--- config.mk ---
export PLATFORM = sky130hd
export DESIGN_NAME = pe_array_id_loader
export DESIGN_NICKNAME = d
export VERILOG_FILES = /design/src/rtl/pe_array_id_loader_pkg.sv /design/src/rtl/pe_array_id_loader_id_entry_mux.sv /design/src/rtl/pe_array_id_loader.sv
export SDC_FILE = /design/constraint.sdc
export NUM_CORES = 1
export LEC_CHECK = 0
export BUFFER_PORTS_ARGS = -buffer_cell sky130_fd_sc_hd__buf_2
export CAP_MARGIN = 20
export CORE_AREA = 2 2 339 509
export DETAILED_ROUTE_END_ITERATION = 7
export DIE_AREA = 0 0 341 511
export PLACE_DENSITY_LB_ADDON = 0.1
export SYNTH_ARGS = -nofsm -noshare
export SYNTH_HDL_FRONTEND = slang
export SYNTH_SLANG_ARGS = --single-unit
--- constraint.sdc ---
create_clock -name clk -period 144.4 [get_ports clk]
set_input_delay 14.44 -clock clk [delete_from_list [all_inputs] [get_ports clk]]
set_output_delay 14.44 -clock clk [all_outputs]
set_load 0.01 [all_outputs]
--- src/rtl/pe_array_id_loader_pkg.sv ---
// rtl/pe_array_id_loader_pkg.sv - network encodings, FSM state type and size defaults for the PE-array ID loader
package pe_array_id_loader_pkg;

  localparam int NUM_PE_DEF  = 48;
  localparam int NUM_ROW_DEF = 6;
  localparam int XID_W_DEF   = 5;
  localparam int YID_W_DEF   = 3;

  localparam logic [2:0] NET_FILTER = 3'd0;
  localparam logic [2:0] NET_IFMAP  = 3'd1;
  localparam logic [2:0] NET_IPSUM  = 3'd2;
  localparam logic [2:0] NET_OPSUM  = 3'd3;
  localparam logic [2:0] NET_LN     = 3'd4;

  typedef enum logic [2:0] {
    IDLE,
    SEND_Y,
    SEND_X,
    SEND_LN,
    DONE
  } state_t;

endpackage

--- src/rtl/pe_array_id_loader_id_entry_mux.sv ---
// rtl/pe_array_id_loader_id_entry_mux.sv - picks one snapshot ID entry by network, X/Y select and entry index
module id_entry_mux
  import pe_array_id_loader_pkg::*;
#(
  parameter int NUM_PE  = NUM_PE_DEF,
  parameter int NUM_ROW = NUM_ROW_DEF,
  parameter int XID_W   = XID_W_DEF,
  parameter int YID_W   = YID_W_DEF
) (
  input  logic [NUM_PE*XID_W-1:0]  filter_xid,
  input  logic [NUM_PE*XID_W-1:0]  ifmap_xid,
  input  logic [NUM_PE*XID_W-1:0]  ipsum_xid,
  input  logic [NUM_PE*XID_W-1:0]  opsum_xid,
  input  logic [NUM_ROW*YID_W-1:0] filter_yid,
  input  logic [NUM_ROW*YID_W-1:0] ifmap_yid,
  input  logic [NUM_ROW*YID_W-1:0] ipsum_yid,
  input  logic [NUM_ROW*YID_W-1:0] opsum_yid,
  input  logic [2:0]               net,
  input  logic                     is_y,
  input  logic [5:0]               addr,
  output logic [XID_W-1:0]         entry
);

  logic [NUM_PE*XID_W-1:0]  x_bus;
  logic [NUM_ROW*YID_W-1:0] y_bus;
  logic [NUM_PE*XID_W-1:0]  x_sh;
  logic [NUM_ROW*YID_W-1:0] y_sh;

  always_comb begin
    x_bus = filter_xid;
    y_bus = filter_yid;
    case (net)
      NET_IFMAP: begin
        x_bus = ifmap_xid;
        y_bus = ifmap_yid;
      end
      NET_IPSUM: begin
        x_bus = ipsum_xid;
        y_bus = ipsum_yid;
      end
      NET_OPSUM: begin
        x_bus = opsum_xid;
        y_bus = opsum_yid;
      end
      default: begin
        x_bus = filter_xid;
        y_bus = filter_yid;
      end
    endcase
  end

  // Shift-based selection keeps the entry index free of part-select range limits
  assign x_sh  = x_bus >> (int'(addr) * XID_W);
  assign y_sh  = y_bus >> (int'(addr) * YID_W);
  assign entry = is_y ? XID_W'(y_sh[YID_W-1:0]) : x_sh[XID_W-1:0];

endmodule

--- src/rtl/pe_array_id_loader.sv ---
// rtl/pe_array_id_loader.sv - streams snapshotted X/Y IDs and the LN word into the PE array
// Optional: ID_SKIP_DISABLED_EN turns all-ones entries into idle slots with wr_valid low.
module pe_array_id_loader
  import pe_array_id_loader_pkg::*;
#(
  parameter int NUM_PE  = NUM_PE_DEF,
  parameter int NUM_ROW = NUM_ROW_DEF,
  parameter int XID_W   = XID_W_DEF,
  parameter int YID_W   = YID_W_DEF
) (
  input  logic                     clk,
  input  logic                     rst,
  input  logic                     start,
  input  logic [NUM_PE*XID_W-1:0]  filter_xid,
  input  logic [NUM_PE*XID_W-1:0]  ifmap_xid,
  input  logic [NUM_PE*XID_W-1:0]  ipsum_xid,
  input  logic [NUM_PE*XID_W-1:0]  opsum_xid,
  input  logic [NUM_ROW*YID_W-1:0] filter_yid,
  input  logic [NUM_ROW*YID_W-1:0] ifmap_yid,
  input  logic [NUM_ROW*YID_W-1:0] ipsum_yid,
  input  logic [NUM_ROW*YID_W-1:0] opsum_yid,
  input  logic [4:0]               ln_config,
  output logic                     wr_valid,
  input  logic                     wr_ready,
  output logic [2:0]               wr_net,
  output logic                     wr_is_y,
  output logic [5:0]               wr_addr,
  output logic [XID_W-1:0]         wr_data,
  output logic                     busy,
  output logic                     done
);

  localparam logic [5:0] Y_LAST = 6'(NUM_ROW - 1);
  localparam logic [5:0] X_LAST = 6'(NUM_PE - 1);

  state_t state;

  logic [NUM_PE*XID_W-1:0]  snap_filter_xid;
  logic [NUM_PE*XID_W-1:0]  snap_ifmap_xid;
  logic [NUM_PE*XID_W-1:0]  snap_ipsum_xid;
  logic [NUM_PE*XID_W-1:0]  snap_opsum_xid;
  logic [NUM_ROW*YID_W-1:0] snap_filter_yid;
  logic [NUM_ROW*YID_W-1:0] snap_ifmap_yid;
  logic [NUM_ROW*YID_W-1:0] snap_ipsum_yid;
  logic [NUM_ROW*YID_W-1:0] snap_opsum_yid;
  logic [4:0]               snap_ln;

  state_t           nxt_state;
  logic [2:0]       nxt_net;
  logic             nxt_is_y;
  logic [5:0]       nxt_addr;
  logic [XID_W-1:0] mux_entry;
  logic             nxt_keep;
  logic             first_keep;
  logic             advance;

  // Snapshot is data only; it needs no reset because nothing reads it before a start
  always_ff @(posedge clk) begin
    if (state == IDLE && start) begin
      snap_filter_xid <= filter_xid;
      snap_ifmap_xid  <= ifmap_xid;
      snap_ipsum_xid  <= ipsum_xid;
      snap_opsum_xid  <= opsum_xid;
      snap_filter_yid <= filter_yid;
      snap_ifmap_yid  <= ifmap_yid;
      snap_ipsum_yid  <= ipsum_yid;
      snap_opsum_yid  <= opsum_yid;
      snap_ln         <= ln_config;
    end
  end

  // The registered wr_net/wr_is_y/wr_addr double as the walk pointer
  always_comb begin
    nxt_state = state;
    nxt_net   = wr_net;
    nxt_is_y  = wr_is_y;
    nxt_addr  = wr_addr + 6'd1;
    if (state == SEND_Y && wr_addr == Y_LAST) begin
      nxt_state = SEND_X;
      nxt_is_y  = 1'b0;
      nxt_addr  = 6'd0;
    end else if (state == SEND_X && wr_addr == X_LAST) begin
      nxt_addr = 6'd0;
      if (wr_net == NET_OPSUM) begin
        nxt_state = SEND_LN;
        nxt_net   = NET_LN;
        nxt_is_y  = 1'b0;
      end else begin
        nxt_state = SEND_Y;
        nxt_net   = wr_net + 3'd1;
        nxt_is_y  = 1'b1;
      end
    end
  end

  id_entry_mux #(
    .NUM_PE  (NUM_PE),
    .NUM_ROW (NUM_ROW),
    .XID_W   (XID_W),
    .YID_W   (YID_W)
  ) u_entry_mux (
    .filter_xid (snap_filter_xid),
    .ifmap_xid  (snap_ifmap_xid),
    .ipsum_xid  (snap_ipsum_xid),
    .opsum_xid  (snap_opsum_xid),
    .filter_yid (snap_filter_yid),
    .ifmap_yid  (snap_ifmap_yid),
    .ipsum_yid  (snap_ipsum_yid),
    .opsum_yid  (snap_opsum_yid),
    .net        (nxt_net),
    .is_y       (nxt_is_y),
    .addr       (nxt_addr),
    .entry      (mux_entry)
  );

`ifdef ID_SKIP_DISABLED_EN
  assign nxt_keep   = nxt_is_y ? ~(&mux_entry[YID_W-1:0]) : ~(&mux_entry);
  assign first_keep = ~(&filter_yid[YID_W-1:0]);
`else
  assign nxt_keep   = 1'b1;
  assign first_keep = 1'b1;
`endif

  // An idle (skipped) slot always moves on after one cycle
  assign advance = ~wr_valid | wr_ready;

  always_ff @(posedge clk or posedge rst) begin
    if (rst) begin
      state    <= IDLE;
      wr_valid <= 1'b0;
      wr_net   <= 3'd0;
      wr_is_y  <= 1'b0;
      wr_addr  <= 6'd0;
      wr_data  <= '0;
      busy     <= 1'b0;
      done     <= 1'b0;
    end else begin
      case (state)
        IDLE: begin
          done <= 1'b0;
          if (start) begin
            // First beat comes straight from the live inputs being snapshotted this edge
            state    <= SEND_Y;
            busy     <= 1'b1;
            wr_net   <= NET_FILTER;
            wr_is_y  <= 1'b1;
            wr_addr  <= 6'd0;
            wr_data  <= XID_W'(filter_yid[YID_W-1:0]);
            wr_valid <= first_keep;
          end
        end
        SEND_Y, SEND_X: begin
          if (advance) begin
            state   <= nxt_state;
            wr_net  <= nxt_net;
            wr_is_y <= nxt_is_y;
            wr_addr <= nxt_addr;
            if (nxt_state == SEND_LN) begin
              wr_data  <= XID_W'(snap_ln);
              wr_valid <= 1'b1;
            end else begin
              wr_data  <= mux_entry;
              wr_valid <= nxt_keep;
            end
          end
        end
        SEND_LN: begin
          if (wr_ready) begin
            state    <= DONE;
            wr_valid <= 1'b0;
            wr_net   <= 3'd0;
            wr_is_y  <= 1'b0;
            wr_addr  <= 6'd0;
            wr_data  <= '0;
            busy     <= 1'b0;
            done     <= 1'b1;
          end
        end
        DONE: begin
          done  <= 1'b0;
          state <= IDLE;
        end
        default: begin
          state <= IDLE;
        end
      endcase
    end
  end

endmodule

After elaboration in Yosys (flattened, before gate mapping)
Index checks and enable logic that the tools add are counted.
{"block": "op_classes", "mul": 2, "shift": 2, "eq_ne": 14, "mux": 40, "add_sub_neg": 2, "n_bitwise": 2, "reduce_logical": 13}
{"operator": "240-bit case mux with 3 select lines", "n": 1}
{"operator": "240-bit by 32-bit >> shifter with 5-bit output", "n": 1}
{"operator": "18-bit case mux with 3 select lines", "n": 1}
{"operator": "3-bit two-way mux", "n": 11}
{"operator": "18-bit by 32-bit >> shifter with 3-bit output", "n": 1}
{"operator": "6-bit two-way mux", "n": 5}
{"operator": "5-bit two-way mux", "n": 5}
{"operator": "3-bit by 2-bit == test with 1-bit output, second input constant", "n": 6}
{"operator": "3-bit case mux with 3 select lines", "n": 2}
{"operator": "6-bit case mux with 3 select lines", "n": 1}
{"operator": "5-bit case mux with 3 select lines", "n": 1}
{"operator": "6-bit by 3-bit multiplier with 9-bit output, second input constant", "n": 1}
{"operator": "6-bit by 2-bit multiplier with 8-bit output, second input constant", "n": 1}
{"operator": "1-bit two-way mux", "n": 8}
{"operator": "6-bit by 1-bit adder with 6-bit output, second input constant", "n": 1}
{"operator": "3-bit by 1-bit == test with 1-bit output, second input constant", "n": 2}
{"operator": "6-bit by 3-bit == test with 1-bit output, second input constant", "n": 1}
{"operator": "6-bit == test, second input constant", "n": 1}
{"operator": "2-bit inequality test, second input constant", "n": 3}
{"operator": "1-bit case mux with 3 select lines", "n": 2}
{"operator": "3-bit AND reduction", "n": 2}
{"operator": "1-bit case mux with 2 select lines", "n": 2}
{"operator": "4-bit AND reduction", "n": 1}
{"operator": "2-bit nonzero test", "n": 2}
{"operator": "10 further kinds", "n": 13}
{"block": "word_totals", "elab_cells": 92, "out_inout_bits": 18, "in_bits": 1041, "register_bits": 1058}

Logic depth before layout (Yosys ltp)
Gate-level depths: netlist (run 1).
{"block": "logic_depth", "word_depth": 11, "mapped_depth": 16, "mapped_depth_nobuf": 11}

Modules after synthesis
Synthesis (run 1) repeated with hierarchy kept, for this count alone.
{"block": "unflattened", "hier_cells": 2505, "area_unflattened_um2": 42543.3}
{"mod": "pe_array_id_loader", "seq_area_each_um2": 31665.4, "cells_each": 1196, "n_inst": 1, "area_each_um2": 32595.0}
{"mod": "id_entry_mux", "seq_area_each_um2": 0.0, "cells_each": 1309, "n_inst": 1, "area_each_um2": 9948.3}

Worst setup path after synthesis (run 1)
OpenSTA, ideal clock, no wires.
{"block": "synth_path", "kind": "input -> register", "startpoint": "input port start", "endpoint": "register busy", "cell_stages": 2, "t_required_ns": 144.013, "setup_slack_ns": 19.393, "setup_time_ns": 0.387, "n_path_buf": 0, "arrival_time_ns": 124.620, "path_cell_list": "nor4b_1 > o21bai_1"}
{"block": "synth_via", "elab_chain_len": 2}
{"element": "from (decl)", "line_no": "pe_array_id_loader.sv:13", "rtl": "input logic start,"}
{"element": "2-bit inequality test (no source line)"}
{"element": "3-bit AND reduction (no source line)"}
{"element": "to (signal assigned)", "line_no": "pe_array_id_loader.sv:135", "rtl": "busy <= 1'b0;"}
{"element": "to (signal assigned)", "line_no": "pe_array_id_loader.sv:144", "rtl": "busy <= 1'b1;"}
{"element": "to (signal assigned)", "line_no": "pe_array_id_loader.sv:175", "rtl": "busy <= 1'b0;"}
{"element": "to (decl)", "line_no": "pe_array_id_loader.sv:29", "rtl": "output logic busy,"}
No other way between the ends.
A chain may end at the register's enable or synchronous reset.

Final worst setup path (run 1)
{"block": "layout_path", "startpoint": "input port start", "endpoint": "register snap_ifmap_xid[55] (enable)"}
{"block": "layout_via", "elab_chain_len": 1}
{"element": "1-bit logical AND", "line_no": "pe_array_id_loader.sv:59", "rtl": "if (state == IDLE && start) begin"}
{"element": "to (signal assigned)", "line_no": "pe_array_id_loader.sv:61", "rtl": "snap_ifmap_xid <= ifmap_xid;"}
{"element": "to (decl)", "line_no": "pe_array_id_loader.sv:39", "rtl": "logic [NUM_PE*XID_W-1:0] snap_ifmap_xid;"}
No other way between the ends.

==> summary.md, run 1 <==
| Metric | Value |
|---|---|
| Vias in the first global route | `30800` |
| Outcome | `finished, violations left` |
| Final Hold Fails | `0` |
| RR Endpoint | `wr_data[4]` |
| Bufs on Longest Clock Path | `3` |
| Post-synth EDFFs | `1037` |
| GRT Total Usage | `25.0%` |
| Post-CTS Hold Fix Bufs | `0` |
| VDD IR-drop max | `0.0169 mV` |
| Routed Antenna Nets | `0` |
| H-tree Lvls | `3` |
| Max frequency | `between 50 and 60 MHz` |
| Failing checks | `design-rule violations` |
| Crit Path Class | `primary input to register` |
| Core Rows | `186` |
| Core ar. | `about 0.17 mm^2` |
| Period utilisation layout | `13.8%` |
| Area delta synth->final | `29.2%` |
| Cells after Synth | `2668` |
| Leakage | `around 20 nW` |
| Global-route wire length before repair | `290 mm` |
| Worst hold path endpoint | `busy` |
| R2R depth | `14` |
| Syn_nets | `3713` |
| Fin area | `0.0545 mm^2` |
| Worst slack, placed | `123660 ps` |
| Avg Inst Size Synth | `roughly 16 um^2` |
| Mapped cell area | `0.0422 mm^2` |
| WP data required | `144790 ps` |
| Layout Nets | `4798` |
| CP endpoint kind | `register` |
| Drt first pass iters | `5` |
| Finished Core Util | `32.1%` |
| Post-CTS setup buffer count | `0` |
| Setup_tns | `0 ps` |
| Critical path arrival | `20280 ps` |
| Clk_lat worst skew | `around 760 ps` |
| Pins Over Slew Limit | `0` |
| Worst hold start | `busy` |
| Library cells used by synthesis | `around 100` |
| Layout cells sized above 1 | `37.5%` |
| Final GP Congestion | `0.828` |
| Routed Wire Length | `224 mm` |
| Slew headroom | `under 10%` |
| Worst Tran Pin Value | `between 1000 and 1500 ps` |
| Sequential cell area fraction in the yosys report | `about three quarters` |
| Worst-path clk slew | `70 ps` |
| RSZ-0062 raised after global routing | `false` |
| Die width | `341 um` |
| R2R setup slack | `roughly 140000 ps` |
| CTS sink cnt | `1058` |
| Full die area | `between 0.15 and 0.2 mm^2` |
| Final setup violation count | `0` |
| Hold Worst Slack | `543 ps` |
| Root buffer cell | `clkbuf_16` |
| Synth warn | `0` |
| Async SR Flop Fraction | `1.98%` |
| I/O pin count | `between 1000 and 1500` |
| PwrDens | `18.5 mW/mm^2` |
| Total clock buffers created by CTS | `110` |
| Worst-path maximum fanout | `82` |
| Max-cap violations | `0` |
| Setup ws final | `124510 ps` |
| CTS tree | `done` |
| Starting density of the core | `between 20% and 30%` |
| Largest net degree at the start of global routing | `171` |
| Global-route congestion overflow total | `0` |
| DR iter-0 viols | `between 2000 and 3000` |
| Die H | `511 um` |
| FF+latch count, synth | `1058` |
| Critical path launch point type | `primary input` |
| Post-DR wirelength/cell | `between 30 and 40 um` |
| Total number of vias | `roughly 31000` |
| Vias per cell | `4.92` |
| Post-cts resize count | `0` |
| DRC Markers | `2` |
| Prevailing post-synth register cell | `edfxtp_1` |
| DPL Wire Length | `167 mm` |
| Min cycle time layout | `around 20000 ps` |
| Hold Path Depth | `2` |
| Area after DPL | `0.0504 mm^2` |
| HP Class | `register to register` |
| Port buffer count | `around 1100` |
| Worst Skew | `51.0 ps` |
| Initial antenna violation count | `197` |
| R2R Path Start | `wr_net[0]` |
-- cells by family (layout without fill, tap and decap cells) --
| logic type | count (synthesis) | in the layout | synth area share (%) |
|---|---|---|---|
| flip-flops | 1058 | 1058 | 75.0 |
| AO/OA/AOI/OAI | 742 | 742 | 12.8 |
| AND/OR/NAND/NOR | 538 | 538 | 6.13 |
| buffers and inverters | 206 | 1385 | 2.61 |
| multiplexers | 114 | 114 | 3.20 |
| adder cells (fa/ha/maj) | 5 | 5 | 0.142 |
| XOR/XNOR | 5 | 5 | 0.104 |
| other | 0 | 97 | 0 |
-- cells in the mapped netlist, types with 6 or more instances --
| library cell | number | area (um^2) |
|---|---|---|
| nand3_1 | 93 | 465 |
| a221oi_1 | 56 | 490 |
| nand2_1 | 269 | 1010 |
| a221o_1 | 28 | 280 |
| buf_6 | 12 | 135 |
| a21boi_0 | 6 | 45.0 |
| a32oi_1 | 7 | 61.3 |
| a211oi_1 | 60 | 450 |
| mux4_2 | 14 | 315 |
| nand2b_1 | 6 | 37.5 |
| a31oi_1 | 24 | 150 |
| nand4_1 | 17 | 106 |
| a21oi_1 | 136 | 681 |
| clkbuf_1 | 62 | 233 |
| nor3_1 | 19 | 95.1 |
| or4_1 | 6 | 45.0 |
| a22o_1 | 17 | 149 |
| a22oi_1 | 49 | 368 |
| a311oi_1 | 25 | 219 |
| nor2_1 | 48 | 180 |
| o22ai_1 | 14 | 87.6 |
| buf_4 | 36 | 270 |
| o211a_1 | 7 | 70.1 |
| o21a_1 | 9 | 67.6 |
| o221ai_1 | 8 | 70.1 |
| buf_2 | 81 | 405 |
| o21ai_0 | 110 | 551 |
| mux2_2 | 29 | 327 |
| dfrtp_1 | 21 | 526 |
| o211ai_1 | 16 | 120 |
| o2111ai_1 | 7 | 61.3 |
| a211o_1 | 19 | 166 |
| and3_1 | 25 | 156 |
| o31ai_1 | 11 | 82.6 |
| nor4_1 | 8 | 50.1 |
| and2_1 | 9 | 56.3 |
| inv_1 | 12 | 45.0 |
| edfxtp_1 | 1037 | 31100 |
| a21o_1 | 12 | 90.1 |
| mux2i_1 | 71 | 711 |
| a222oi_1 | 51 | 510 |
| a2111oi_0 | 7 | 61.3 |
-- state kept, by name, indices dropped and copies added (netlist names) --
name	count
wr_is_y	1
state	3
wr_valid	1
snap_filter_yid	18
snap_ipsum_yid	18
wr_data	5
snap_ipsum_xid	240
snap_opsum_xid	240
snap_ifmap_xid	240
wr_net	3
wr_addr	6
snap_filter_xid	240
done	1
snap_ifmap_yid	18
snap_ln	5
snap_opsum_yid	18
busy	1
-- per-stage QoR --
stage	power [mW]	instances
CTS	1.03	6103
global route	1.05	6120
finish	1.01	6200
detailed placement	0.717	5897
floorplan	0.800	2668
global placement	0.716	5896
-- how the worst max path moves through the flow --
stage	slack [ps]	cells after the start	from	end
6_report	124510	8	start	snap_ifmap_xid[55]
4_1_cts	124480	8	start	snap_ipsum_xid[109]
3_5_place_dp	123660	8	start	snap_ifmap_xid[67]
2_1_floorplan	19390	2	start	busy
3_3_place_gp	123690	8	start	snap_ifmap_xid[67]
5_1_grt	124080	8	start	snap_ipsum_xid[109]
-- critical path: stages --
cell	delay [ps]
buf_2	160
nor4b_2	370
buf_4	730
buf_4	840
buf_4	820
buf_4	850
buf_4	850
buf_4	940
-- report_power, final --
| group | switching (mW) | internal (mW) | total [mW] |
|---|---|---|---|
| Sequential | 0.0180 | 0.408 | 0.426 |
| Combinational | 0.200 | 0.0720 | 0.272 |
| Clock | 0.133 | 0.180 | 0.313 |
| Total | 0.351 | 0.660 | 1.01 |
-- layout make-up --
type                    instances  area [um^2]
fillers                     17100       116000
flip-flops and latches       1058        31700
multi-input cells            1404         9660
repair buffers               1166         6180
clock buffers                 123         2840
well taps                    2256         2820
clock inverters                83         1060
diodes                         97          243
inverters                      13         48.8
-- layout by cell type (no fill, tap or decap), types with 28 or more instances in the layout --
| master | count |
|---|---|
| a211oi_1 | 58 |
| a21oi_1 | 133 |
| a221o_1 | 28 |
| a221oi_1 | 56 |
| a222oi_1 | 51 |
| a22oi_1 | 49 |
| buf_2 | 1058 |
| buf_4 | 102 |
| clkbuf_16 | 112 |
| clkinv_2 | 28 |
| diode_2 | 97 |
| edfxtp_1 | 1037 |
| mux2_2 | 29 |
| mux2i_1 | 71 |
| nand2_1 | 267 |
| nand3_1 | 92 |
| nor2_1 | 43 |
| o21ai_0 | 106 |
-- layer usage --
layer	share of wire, %	vias up	global-route usage [%]
met5	0.43	-	0
met4	2.1	160	5.30
met3	9.3	376	8.23
met2	50	1520	44.1
met1	38	15300	29.4
li1	-	13200	-
No activity file was read; power rests on OpenSTA's default activity.
==> run 2: changes to the inputs <==
==> constraint.sdc (replaced) <==
create_clock -name clk -period 17.15 [get_ports clk]
set_input_delay 1.715 -clock clk [delete_from_list [all_inputs] [get_ports clk]]
set_output_delay 1.715 -clock clk [all_outputs]
set_load 0.01 [all_outputs]
==> run 2 against run 1 <==
The flow finishes with violations (max-slew violations). Via count up 0.88%. Wire length is 1.1% higher. Cell count down 0.95%. Total power grew to 8.3 times the previous value. Sequential power grew to 8.5 times the previous value. Flip-flop and latch count stayed put. Sequential share of layout area up 0.45 points. First-iteration DRC count grew 4.9%. Largest power group unchanged.
==> summary.md, run 2 (same netlist as run 1, synthesis figures left out) <==
| Metric | Value |
|---|---|
| Area delta synth->final | `28.2% (was 29.2%)` |
| Critical path launch point type | `register (was primary input)` |
| DPL Wire Length | `169 mm (was 167 mm)` |
| Top cell by count, worst path | `buf_4 (unchanged)` |
| WP data required | `17850 ps (was 144790 ps)` |
| RSZ-0062 raised after global routing | `false (unchanged)` |
| Die H | `511 um (unchanged)` |
| R2R Path Start | `wr_net[0] (unchanged)` |
| CP max stage cell | `a311oi_1 (was buf_4)` |
| Leakage | `19.7 nW (was 19.9 nW)` |
| Full die area | `0.174 mm^2 (unchanged)` |
| Routed Antenna Nets | `0 (unchanged)` |
| Total number of vias | `30800 (was 30500)` |
| Post-route insts no fill | `6141 (was 6200)` |
| Commonest non-fill, non-tap cell in the layout | `buf_2 (unchanged)` |
| Area after DPL | `0.0502 mm^2 (was 0.0504 mm^2)` |
| CTS sink cnt | `1058 (unchanged)` |
| Critical path arrival | `6890 ps (was 20280 ps)` |
| H-tree Lvls | `3 (unchanged)` |
| Layout Nets | `4775 (was 4798)` |
| Fillers | `17200 (was 17100)` |
| Period utilisation layout | `36.1%` |
| Global-route congestion overflow total | `0 (unchanged)` |
| Starting density of the core | `24.8% (unchanged)` |
| CP Cell Sequence | `buf_4 -> clkinv_1 -> nor4_4 -> or2_4 -> buf_4 -> a22oi_1 -> a311oi_1 -> a31oi_1 -> a32oi_1 -> a211o_1 (was buf_2 -> nor4b_2 -> buf_4 -> buf_4 -> buf_4 -> buf_4 -> buf_4 -> buf_4)` |
| Total clock buffers created by CTS | `114 (was 110)` |
| RR Endpoint | `wr_data[2] (was wr_data[4])` |
| Worst Tran Pin Value | `1540 ps (was 1340 ps)` |
| Critical path's largest stage delay | `1120 ps (was 940 ps)` |
| Max-cap violations | `0 (unchanged)` |
| Fin area | `0.0541 mm^2 (was 0.0545 mm^2)` |
| Most frequent cells in the layout | `1059 x buf_2, 1037 x edfxtp_1, 266 x nand2_1 (was 1058 x buf_2, 1037 x edfxtp_1, 267 x nand2_1)` |
| Final setup violation count | `0 (unchanged)` |
| Root buffer cell | `clkbuf_16 (unchanged)` |
| R2R depth | `10 (was 14)` |
| Core Rows | `186 (unchanged)` |
| Clk_lat worst skew | `770 ps (was 760 ps)` |
| Dpl cells | `5868 (was 5897)` |
| Initial antenna violation count | `184 (was 197)` |
| CP endpoint kind | `register (unchanged)` |
| Post-CTS setup buffer count | `0 (unchanged)` |
| Outcome | `finished, violations left (unchanged)` |
| Failing checks | `max-slew violations (was design-rule violations)` |
| HP Class | `register to register (unchanged)` |
| Hold Worst Slack | `541 ps (was 543 ps)` |
| Slew headroom | `-2.53% (was 9.95%)` |
| Min cycle time layout | `about 6200 ps` |
| I/O pin count | `1059 (unchanged)` |
| Hold Path Depth | `2 (unchanged)` |
| Post-cts resize count | `0 (unchanged)` |
| Port buffer count | `1058 (unchanged)` |
| Finished Core Util | `31.8% (was 32.1%)` |
| Final Hold Fails | `0 (unchanged)` |
| Worst hold start | `busy (unchanged)` |
| CTS tree | `done (unchanged)` |
| DRC Markers | `0 (was 2)` |
| Die width | `341 um (unchanged)` |
| Setup_tns | `0 ps (unchanged)` |
| Layout cells sized above 1 | `36.8% (was 37.5%)` |
| Worst hold path endpoint | `busy (unchanged)` |
| Largest net degree at the start of global routing | `178 (was 171)` |
| DR iter-0 viols | `3106 (was 2960)` |
| Final GP Congestion | `0.839 (was 0.828)` |
| PwrDens | `155 mW/mm^2 (was 18.5 mW/mm^2)` |
| Global-route wire length before repair | `292 mm (was 290 mm)` |
| Core ar. | `0.170 mm^2 (unchanged)` |
| Max frequency | `162 MHz` |
| Routed Wire Length | `227 mm (was 224 mm)` |
| GRT Total Usage | `25.2% (was 25.0%)` |
| VDD IR-drop max | `0.134 mV (was 0.0169 mV)` |
| Pins Over Slew Limit | `1 (was 0)` |
| Vias per cell | `5.01 (was 4.92)` |
| R2R setup slack | `10970 ps (was 137610 ps)` |
| Worst-path clk slew | `70 ps (about the same)` |
| Vias in the first global route | `31000 (was 30800)` |
| Drt first pass iters | `8 (was 5)` |
| Worst-path maximum fanout | `44 (was 82)` |
| Bufs on Longest Clock Path | `3 (unchanged)` |
| Crit Path Class | `register to register (was primary input to register)` |
| Post-CTS Hold Fix Bufs | `0 (unchanged)` |
| Post-DR wirelength/cell | `36.9 um (was 36.2 um)` |
| Worst Skew | `24.5 ps (was 51.0 ps)` |
## run 2: cell types whose count changed in the layout (fill, tap and decap cells not counted), sizes merged, moves of 11 or more
cell    before   now
buf       1166  1139
bufinv      21    10
clkbuf     123   135
diode       97    61
## run 2: metal layers
| metal | routed length, um | global-route usage [%] | up-vias | part of all wire, % |
|---|---|---|---|---|
| li1 | - | - | 13100 | - |
| met1 | 89400 | 30.9 | 15600 | 39 |
| met2 | 112000 | 43.6 | 1615 | 49 |
| met3 | 19800 | 7.49 | 393 | 8.7 |
| met4 | 4960 | 5.36 | 136 | 2.2 |
| met5 | 847 | 0 | - | 0.37 |
## run 2: metrics by stage
stage	power (mW)	setup WS (ps)
global placement	6.00	10670
global route	8.72	10910
floorplan	5.26	-18490
detailed placement	6.01	10640
finish	8.40	10970
CTS	8.55	11050
## run 2: worst max-delay path, delay by kind of cell (launching register included)
family                 cells  cell delay, ps
AND/OR/NAND/NOR            2            1380
AO/OA/AOI/OAI              5            2530
buffers and inverters      3            1700
flip-flops                 1             360
## run 2: worst max-delay path by stage
stage	slack [ps]	from	to
global route	10910	wr_addr[0]	wr_data[2]
floorplan	-18490	start	busy
detailed placement	10640	start	snap_ifmap_xid[2]
CTS	11050	wr_net[0]	wr_data[2]
finish	10970	wr_net[0]	wr_data[2]
global placement	10670	start	snap_opsum_xid[145]
## run 2: final cells by class
| class | count | area (um^2) | area share [%] |
|---|---|---|---|
| inverters | 13 | 48.8 | 0.0902 |
| repair buffers | 1139 | 6020 | 11.1 |
| flip-flops and latches | 1058 | 31700 | 58.5 |
| clock inverters | 75 | 728 | 1.35 |
| diodes | 61 | 153 | 0.282 |
| multi-input cells | 1404 | 9670 | 17.9 |
| well taps | 2256 | 2820 | 5.22 |
| clock buffers | 135 | 2990 | 5.53 |
## run 2: power breakdown
group / leakage (nW) / internal [mW] / switching, mW
logic: 7.89 / 0.581 / 1.67
clock network: 1.82 / 1.40 / 1.13
registers: 10.0 / 3.44 / 0.178
